[src/rtl/mips_dmem_arbiter_if.sv]
// Data-memory port bundle shared by the CPU M stage, a DMA requester and the
// data RAM. The arbiter takes the slave view; whatever drives the CPU/DMA/RAM
// side (a top level or a bench) takes the master view.
interface mips_dmem_arbiter_if #(
    parameter int AW = 32
);
    logic          en_in;
    logic          cpu_en;
    logic          cpu_re;
    logic [3:0]    cpu_we;
    logic [AW-1:0] cpu_addr;
    logic [31:0]   cpu_wdata;
    logic [31:0]   cpu_rdata;
    logic          dma_req;
    logic [3:0]    dma_we;
    logic [AW-1:0] dma_addr;
    logic [31:0]   dma_wdata;
    logic          dma_gnt;
    logic [31:0]   dma_rdata;
    logic          dma_rvalid;
    logic          mem_re;
    logic [3:0]    mem_we;
    logic [AW-1:0] mem_addr;
    logic [31:0]   mem_wdata;
    logic [31:0]   mem_rdata;

    modport slave (
        input  en_in, cpu_re, cpu_we, cpu_addr, cpu_wdata,
        input  dma_req, dma_we, dma_addr, dma_wdata,
        input  mem_rdata,
        output cpu_en, cpu_rdata, dma_gnt, dma_rdata, dma_rvalid,
        output mem_re, mem_we, mem_addr, mem_wdata
    );

    modport master (
        output en_in, cpu_re, cpu_we, cpu_addr, cpu_wdata,
        output dma_req, dma_we, dma_addr, dma_wdata,
        output mem_rdata,
        input  cpu_en, cpu_rdata, dma_gnt, dma_rdata, dma_rvalid,
        input  mem_re, mem_we, mem_addr, mem_wdata
    );
endinterface

[src/rtl/mips_dmem_arbiter.sv]
// Shares one synchronous data-memory port between the CPU M stage and a DMA
// requester. The CPU wins by default; a DMA requester starved for MAX_WAIT
// cycles triggers a forced window in which the CPU is frozen for up to
// BURST_LEN DMA beats. A CPU load whose data returns while the CPU is frozen
// is held so the M stage still sees it when it resumes.
//
//   state    | meaning
//   ---------+------------------------------------------------------------
//   ST_CPU   | CPU owns the port; DMA only gets cycles the CPU leaves idle
//   ST_STALL | CPU frozen (cpu_en=0); every DMA request is granted
module mips_dmem_arbiter #(
    parameter int MAX_WAIT  = 4,
    parameter int BURST_LEN = 4,
    parameter int AW        = 32
) (
    input  logic                 clk,
    input  logic                 rst,
    mips_dmem_arbiter_if.slave   bus
);
    localparam int WW = (MAX_WAIT  < 1) ? 1 : $clog2(MAX_WAIT + 1);
    localparam int BW = (BURST_LEN < 1) ? 1 : $clog2(BURST_LEN + 1);

    typedef enum logic {
        ST_CPU   = 1'b0,
        ST_STALL = 1'b1
    } state_t;

    state_t        state, state_nxt;
    logic [WW-1:0] wait_cnt, wait_nxt;
    logic [BW-1:0] beat_cnt, beat_nxt;

    logic          cpu_en;
    logic          cpu_req;
    logic          dma_gnt;
    logic          dma_rd;
    logic          dma_starved;

    logic          mem_re;
    logic [3:0]    mem_we;
    logic [AW-1:0] mem_addr;
    logic [31:0]   mem_wdata;

    logic          dma_rvalid;
    logic          cpu_rd_pend;
    logic          hold_valid;
    logic [31:0]   hold;

    // Grant decision and port mux; DMA wins whenever the enabled CPU is idle.
    always_comb begin
        cpu_en      = bus.en_in & (state == ST_CPU);
        cpu_req     = (bus.cpu_re | (|bus.cpu_we)) & cpu_en;
        dma_gnt     = bus.dma_req & ~cpu_req;
        dma_rd      = (bus.dma_we == 4'b0000);
        dma_starved = bus.dma_req & ~dma_gnt;
        if (dma_gnt) begin
            mem_re    = dma_rd;
            mem_we    = bus.dma_we;
            mem_addr  = bus.dma_addr;
            mem_wdata = bus.dma_wdata;
        end else begin
            mem_re    = bus.cpu_re & cpu_en;
            mem_we    = cpu_en ? bus.cpu_we : 4'b0000;
            mem_addr  = bus.cpu_addr;
            mem_wdata = bus.cpu_wdata;
        end
    end

    // Next state plus starvation and burst counters.
    always_comb begin
        state_nxt = state;
        wait_nxt  = wait_cnt;
        beat_nxt  = beat_cnt;
        case (state)
            ST_CPU: begin
                beat_nxt = '0;
                if (dma_starved) begin
                    if (wait_cnt == WW'(MAX_WAIT)) begin
                        state_nxt = ST_STALL;
                    end else begin
                        wait_nxt = wait_cnt + WW'(1);
                    end
                end else begin
                    wait_nxt = '0;
                end
            end
            ST_STALL: begin
                wait_nxt = '0;
                if (dma_gnt) begin
                    beat_nxt = beat_cnt + BW'(1);
                end
                if ((dma_gnt && beat_cnt == BW'(BURST_LEN - 1)) || !bus.dma_req) begin
                    state_nxt = ST_CPU;
                    beat_nxt  = '0;
                end
            end
            default: begin
                state_nxt = ST_CPU;
                wait_nxt  = '0;
                beat_nxt  = '0;
            end
        endcase
    end

    // State and counter registers.
    always_ff @(posedge clk) begin
        if (rst) begin
            state    <= ST_CPU;
            wait_cnt <= '0;
            beat_cnt <= '0;
        end else begin
            state    <= state_nxt;
            wait_cnt <= wait_nxt;
            beat_cnt <= beat_nxt;
        end
    end

    // Read-return tracking and the CPU load-data hold across a freeze.
    always_ff @(posedge clk) begin
        if (rst) begin
            dma_rvalid  <= 1'b0;
            cpu_rd_pend <= 1'b0;
            hold_valid  <= 1'b0;
            hold        <= '0;
        end else begin
            dma_rvalid  <= dma_gnt & dma_rd;
            cpu_rd_pend <= ~dma_gnt & bus.cpu_re & cpu_en;
            if (cpu_en) begin
                hold_valid <= 1'b0;
            end else if (cpu_rd_pend) begin
                hold       <= bus.mem_rdata;
                hold_valid <= 1'b1;
            end
        end
    end

    assign bus.cpu_en     = cpu_en;
    assign bus.cpu_rdata  = hold_valid ? hold : bus.mem_rdata;
    assign bus.dma_gnt    = dma_gnt;
    assign bus.dma_rdata  = bus.mem_rdata;
    assign bus.dma_rvalid = dma_rvalid;
    assign bus.mem_re     = mem_re;
    assign bus.mem_we     = mem_we;
    assign bus.mem_addr   = mem_addr;
    assign bus.mem_wdata  = mem_wdata;
endmodule

[src/flat_wrapper.sv]
// flat-port wrapper written by rule: the top's interface ports become plain ports
module mips_dmem_arbiter_flat 
#(
    parameter int MAX_WAIT  = 4,
    parameter int BURST_LEN = 4,
    parameter int AW        = 32
)
  (clk, rst, bus_en_in, bus_cpu_re, bus_cpu_we, bus_cpu_addr, bus_cpu_wdata, bus_dma_req, bus_dma_we, bus_dma_addr, bus_dma_wdata, bus_mem_rdata, bus_cpu_en, bus_cpu_rdata, bus_dma_gnt, bus_dma_rdata, bus_dma_rvalid, bus_mem_re, bus_mem_we, bus_mem_addr, bus_mem_wdata);
  mips_dmem_arbiter_if #(.AW(AW)) bus_i ();
  input  logic clk;
  input  logic rst;
  input wire logic [$bits(bus_i.en_in)-1:0] bus_en_in;
  input wire logic [$bits(bus_i.cpu_re)-1:0] bus_cpu_re;
  input wire logic [$bits(bus_i.cpu_we)-1:0] bus_cpu_we;
  input wire logic [$bits(bus_i.cpu_addr)-1:0] bus_cpu_addr;
  input wire logic [$bits(bus_i.cpu_wdata)-1:0] bus_cpu_wdata;
  input wire logic [$bits(bus_i.dma_req)-1:0] bus_dma_req;
  input wire logic [$bits(bus_i.dma_we)-1:0] bus_dma_we;
  input wire logic [$bits(bus_i.dma_addr)-1:0] bus_dma_addr;
  input wire logic [$bits(bus_i.dma_wdata)-1:0] bus_dma_wdata;
  input wire logic [$bits(bus_i.mem_rdata)-1:0] bus_mem_rdata;
  output wire logic [$bits(bus_i.cpu_en)-1:0] bus_cpu_en;
  output wire logic [$bits(bus_i.cpu_rdata)-1:0] bus_cpu_rdata;
  output wire logic [$bits(bus_i.dma_gnt)-1:0] bus_dma_gnt;
  output wire logic [$bits(bus_i.dma_rdata)-1:0] bus_dma_rdata;
  output wire logic [$bits(bus_i.dma_rvalid)-1:0] bus_dma_rvalid;
  output wire logic [$bits(bus_i.mem_re)-1:0] bus_mem_re;
  output wire logic [$bits(bus_i.mem_we)-1:0] bus_mem_we;
  output wire logic [$bits(bus_i.mem_addr)-1:0] bus_mem_addr;
  output wire logic [$bits(bus_i.mem_wdata)-1:0] bus_mem_wdata;
  assign bus_i.en_in = bus_en_in;
  assign bus_i.cpu_re = bus_cpu_re;
  assign bus_i.cpu_we = bus_cpu_we;
  assign bus_i.cpu_addr = bus_cpu_addr;
  assign bus_i.cpu_wdata = bus_cpu_wdata;
  assign bus_i.dma_req = bus_dma_req;
  assign bus_i.dma_we = bus_dma_we;
  assign bus_i.dma_addr = bus_dma_addr;
  assign bus_i.dma_wdata = bus_dma_wdata;
  assign bus_i.mem_rdata = bus_mem_rdata;
  assign bus_cpu_en = bus_i.cpu_en;
  assign bus_cpu_rdata = bus_i.cpu_rdata;
  assign bus_dma_gnt = bus_i.dma_gnt;
  assign bus_dma_rdata = bus_i.dma_rdata;
  assign bus_dma_rvalid = bus_i.dma_rvalid;
  assign bus_mem_re = bus_i.mem_re;
  assign bus_mem_we = bus_i.mem_we;
  assign bus_mem_addr = bus_i.mem_addr;
  assign bus_mem_wdata = bus_i.mem_wdata;
  mips_dmem_arbiter #(.MAX_WAIT(MAX_WAIT), .BURST_LEN(BURST_LEN), .AW(AW)) u_core (.clk(clk), .rst(rst), .bus(bus_i));
endmodule
[config.mk]
export PLATFORM = sky130hd
export DESIGN_NAME = mips_dmem_arbiter_flat
export DESIGN_NICKNAME = d
export VERILOG_FILES = /design/src/rtl/mips_dmem_arbiter_if.sv /design/src/rtl/mips_dmem_arbiter.sv /design/src/flat_wrapper.sv
export SDC_FILE = /design/constraint.sdc
export NUM_CORES = 1
export LEC_CHECK = 0
export ABC_AREA = 1
export CAP_MARGIN = 20
export CELL_PAD_IN_SITES_DETAIL_PLACEMENT = 1
export CELL_PAD_IN_SITES_GLOBAL_PLACEMENT = 1
export CORE_ASPECT_RATIO = 1.2
export CORE_UTILIZATION = 19
export DETAILED_ROUTE_END_ITERATION = 12
export HOLD_SLACK_MARGIN = 0.08
export PLACE_DENSITY_LB_ADDON = 0.1
export SYNTH_ARGS = -nofsm -noshare
export SYNTH_HDL_FRONTEND = slang
export SYNTH_SLANG_ARGS = --single-unit
[constraint.sdc]
create_clock -name clk -period 5.56 [get_ports clk]
set_input_delay 1.668 -clock clk [delete_from_list [all_inputs] [get_ports clk]]
set_output_delay 1.668 -clock clk [all_outputs]
set_load 0.005 [all_outputs]
==> tab_implementation.tex <==
\begin{tabular}{lr}
\hline
Metric & Value \\
\hline
\multicolumn{2}{l}{\textbf{STA}} \\
\quad Final max-slew violation count & 0 \\
\quad Worst-margin pin slew & 1070 ps \\
\quad Period Utilization, post-route & 95.4\% \\
\quad Setup repair after global routing missed its margin & no \\
\quad Slew Limit Headroom & 28.8\% \\
\quad Achievable clock frequency & 189 MHz \\
\quad Final hold violations & 0 \\
\quad Final worst slack & 258 ps \\
\quad Final period demand of the worst path & 5300 ps \\
\quad Final sum of negative setup slack & 0 ps \\
\quad Number of setup violations in the final report & 0 \\
\quad Maximum clock skew at final layout & 10.4 ps \\
\multicolumn{2}{l}{\textbf{Worst setup path}} \\
\quad Largest fanout on the critical path & 22 \\
\quad Longest individual stage delay on the worst path & 570 ps \\
\quad Arrival time at the worst endpoint & 3630 ps \\
\quad Data required time at the worst endpoint & 3890 ps \\
\quad Cell family contributing the most delay on the critical path & buffers and inverters \\
\quad Worst setup path category & in -> out \\
\quad Setup crit start kind & input pin \\
\quad Element type at the critical path end & output port \\
\quad Crit path buffers/inverters & 3 \\
\quad Cell with the biggest individual delay on the critical path & sky130\_fd\_sc\_hd\_\_clkdlybuf4s50\_1 \\
\quad Cells along the critical path & clkdlybuf4s50\_1 > nor2\_1 > nand3\_1 > nand2\_4 > nand2\_4 > buf\_4 > o21ai\_0 > clkdlybuf4s50\_1 \\
\multicolumn{2}{l}{\textbf{Clock network}} \\
\quad Total of cells resized after clock tree synthesis & 0 \\
\quad Clk\_lat worst skew & 290 ps \\
\quad Number of setup buffers added after CTS & 0 \\
\quad Max H-tree Level & 2 \\
\quad Clock sink count & 42 \\
\quad CTS tree & done \\
\quad CTS Hold Buffers Added & 0 \\
\quad Post-CTS clock slew at the launch and capture registers of the worst setup and hold paths & 50 ps \\
\quad Clock buffer depth & 2 \\
\quad Clock root buffer master & sky130\_fd\_sc\_hd\_\_clkbuf\_16 \\
\quad Inserted Clock Buffers & 5 \\
\multicolumn{2}{l}{\textbf{Synth}} \\
\quad Total nets after synthesis & 697 \\
\quad Synthesis warning total & 0 \\
\quad Sequential-to-total area share from yosys stat & 27.7\% \\
\quad Number of unique standard cell types used by synthesis & 19 \\
\quad Mean instance size in the synthesized netlist & 5.85 sq um \\
\quad Syn Std Cell Area & 3040 sq um \\
\quad Synth Register Bits & 42 \\
\quad Gate count of the mapped netlist & 520 \\
\multicolumn{2}{l}{\textbf{Run status}} \\
\quad Status & complete, no violations \\
\multicolumn{2}{l}{\textbf{Die}} \\
\quad Core outline area & 15600 sq um \\
\quad Starting density of the core & 19.4\% \\
\quad X dimension of the die & 117 um \\
\quad Die boundary height & 141 um \\
\quad Top-level I/O count & 309 \\
\quad Number of cell rows & 50 \\
\quad Die Footprint & 16500 sq um \\
\multicolumn{2}{l}{\textbf{Route}} \\
\quad Ratio of routed vias to standard cells & 4.29 \\
\quad Via count & 4243 \\
\quad Number of optimization iterations in the first detailed-route pass & 4 \\
\quad Routed WL per cell & 17.3 um \\
\quad Routed WL & 17.1 mm \\
\quad Violation count after the first detailed-routing iteration & 170 \\
\quad Number of antenna-violating nets in the routed design & 0 \\
\quad Residual DRC & 0 \\
\multicolumn{2}{l}{\textbf{Layout}} \\
\quad Fraction of layout instances using a drive strength above 1 & 2.70\% \\
\quad Layout area overhead & 104\% \\
\quad Total Nets Final & 956 \\
\quad Share of the core filled with cells in the final layout & 39.7\% \\
\multicolumn{2}{l}{\textbf{Global route}} \\
\quad Residual overflow from global routing & 0 \\
\quad Via count of the first global-routing pass & 4270 \\
\quad Maximum number of pins on one net before global-route repair & 66 \\
\quad Overall global routing resource usage & 19.7\% \\
\quad Global-route wire length before repair & 24.9 mm \\
\quad Number of antenna violations at the first check in global routing & 4 \\
\multicolumn{2}{l}{\textbf{Place}} \\
\quad Buffers on Ports & 308 \\
\quad Routability congestion estimate & 0.859 \\
\quad HPWL after DPL & 13.9 mm \\
\quad Pre-CTS setup slack & 314 ps \\
\multicolumn{2}{l}{\textbf{Power}} \\
\quad Power density relative to cell area & 160 nW/um\^{}2 \\
\quad Maximum vdd drop & 103 uV \\
\quad Static leakage & 2.71 nW \\
\multicolumn{2}{l}{\textbf{Hold path}} \\
\quad Worst min-delay path class & reg -> reg \\
\multicolumn{2}{l}{\textbf{Job}} \\
\quad Number of maximum-capacitance constraint violations & 0 \\
\hline
\end{tabular}
## worst reg2reg max path: cells and delay by family (launching register included)
kind | cells | cell delay (ps)
AND/OR/NAND/NOR | 2 | 640
AO/OA/AOI/OAI | 2 | 410
flip-flops | 1 | 370
buffers and inverters | 2 | 150
## cells in the mapped netlist
cell type,count,area (sq um)
sky130_fd_sc_hd__a21oi_1,33,165
sky130_fd_sc_hd__buf_2,13,65.1
sky130_fd_sc_hd__buf_4,34,255
sky130_fd_sc_hd__buf_6,5,56.3
sky130_fd_sc_hd__clkbuf_1,10,37.5
sky130_fd_sc_hd__dfxtp_1,42,841
sky130_fd_sc_hd__ha_1,4,50.1
sky130_fd_sc_hd__inv_1,42,158
sky130_fd_sc_hd__inv_2,2,7.51
sky130_fd_sc_hd__inv_6,1,8.76
sky130_fd_sc_hd__nand2_1,239,897
sky130_fd_sc_hd__nand2_4,3,33.8
sky130_fd_sc_hd__nand3_1,4,20.0
sky130_fd_sc_hd__nand4_1,1,6.26
sky130_fd_sc_hd__nor2_1,11,41.3
sky130_fd_sc_hd__nor2_8,1,20.0
sky130_fd_sc_hd__nor3_1,3,15.0
sky130_fd_sc_hd__o211ai_1,1,7.51
sky130_fd_sc_hd__o21ai_0,71,355
## logic make-up (layout without fill, tap and decap cells)
group / Yosys count / after routing / synth area share, %
buf+inv: 107 / 366 / 19.3
other cells: 0 / 2 / 0
compound gates: 105 / 105 / 17.4
simple gates: 262 / 262 / 34.0
flops: 42 / 42 / 27.7
fa+ha+maj: 4 / 4 / 1.65
## final timing paths
path,startpoint,end,slack (ps),cells after the start
min,u_core.beat_cnt[0]$_SDFFE_PP0P_,u_core.beat_cnt[0]$_SDFFE_PP0P_,440,1
max reg2reg,u_core.state$_SDFF_PP0_,u_core.hold[17]$_SDFFE_PP0P_,3930,6
min reg2reg,u_core.beat_cnt[0]$_SDFFE_PP0P_,u_core.beat_cnt[0]$_SDFFE_PP0P_,440,1
max,bus_cpu_we[3],bus_mem_we[1],260,8
## sequential cells by signal (all words and copies together), names as in the netlist
name	cells
u_core.hold	32
u_core.wait_cnt	3
u_core.bus.dma_rvalid	1
u_core.hold_valid	1
u_core.state	1
u_core.cpu_rd_pend	1
u_core.beat_cnt	3
## layer usage
metal	GRT usage [%]	wire length, um
met5	0	46
met4	6.07	416
met3	6.88	1690
met2	32.1	7690
met1	24.3	7280
## cell type report
class | instances | area (sq um)
clock buffer | 5 | 125
fill | 2003 | 9430
inverter | 45 | 174
antenna | 2 | 5.00
multi-input combinational | 371 | 1610
timing repair buffer | 314 | 3190
clock inverter | 2 | 10.0
sequential | 42 | 842
tap | 208 | 260
## per-stage QoR
| step | hold slack [ps] | area, sq um | power [mW] | std cells |
|---|---|---|---|---|
| 2_1_floorplan | 399 | 3040 | 0.438 | 520 |
| 3_3_place_gp | 407 | 6050 | 0.716 | 979 |
| 3_5_place_dp | 434 | 6050 | 0.720 | 979 |
| 4_1_cts | 443 | 6180 | 1.01 | 986 |
| 5_1_grt | 473 | 6210 | 1.05 | 987 |
| 6_report | 440 | 6210 | 0.993 | 989 |
## report_power, final
part           internal (mW)  switching [mW]  leakage, nW
Sequential             0.310         0.00695        0.342
Clock                  0.162           0.117       0.0694
Combinational          0.254           0.142         2.30
## cells in the final DEF (no fill, tap or decap), types with 3 or more instances in the layout
| cell type | synthesis | routed |
|---|---|---|
| sky130_fd_sc_hd__nor2_1 | 11 | 11 |
| sky130_fd_sc_hd__a21oi_1 | 33 | 33 |
| sky130_fd_sc_hd__inv_1 | 42 | 42 |
| sky130_fd_sc_hd__clkbuf_16 | 0 | 5 |
| sky130_fd_sc_hd__o21ai_0 | 71 | 71 |
| sky130_fd_sc_hd__nand2_1 | 239 | 239 |
| sky130_fd_sc_hd__nor3_1 | 3 | 3 |
| sky130_fd_sc_hd__dfxtp_1 | 42 | 41 |
| sky130_fd_sc_hd__buf_12 | 0 | 3 |
| sky130_fd_sc_hd__ha_1 | 4 | 4 |
| sky130_fd_sc_hd__nand3_1 | 4 | 4 |
| sky130_fd_sc_hd__clkdlybuf4s50_1 | 0 | 308 |
| sky130_fd_sc_hd__nand2_4 | 3 | 3 |
(Power assumes the default switching activity.)
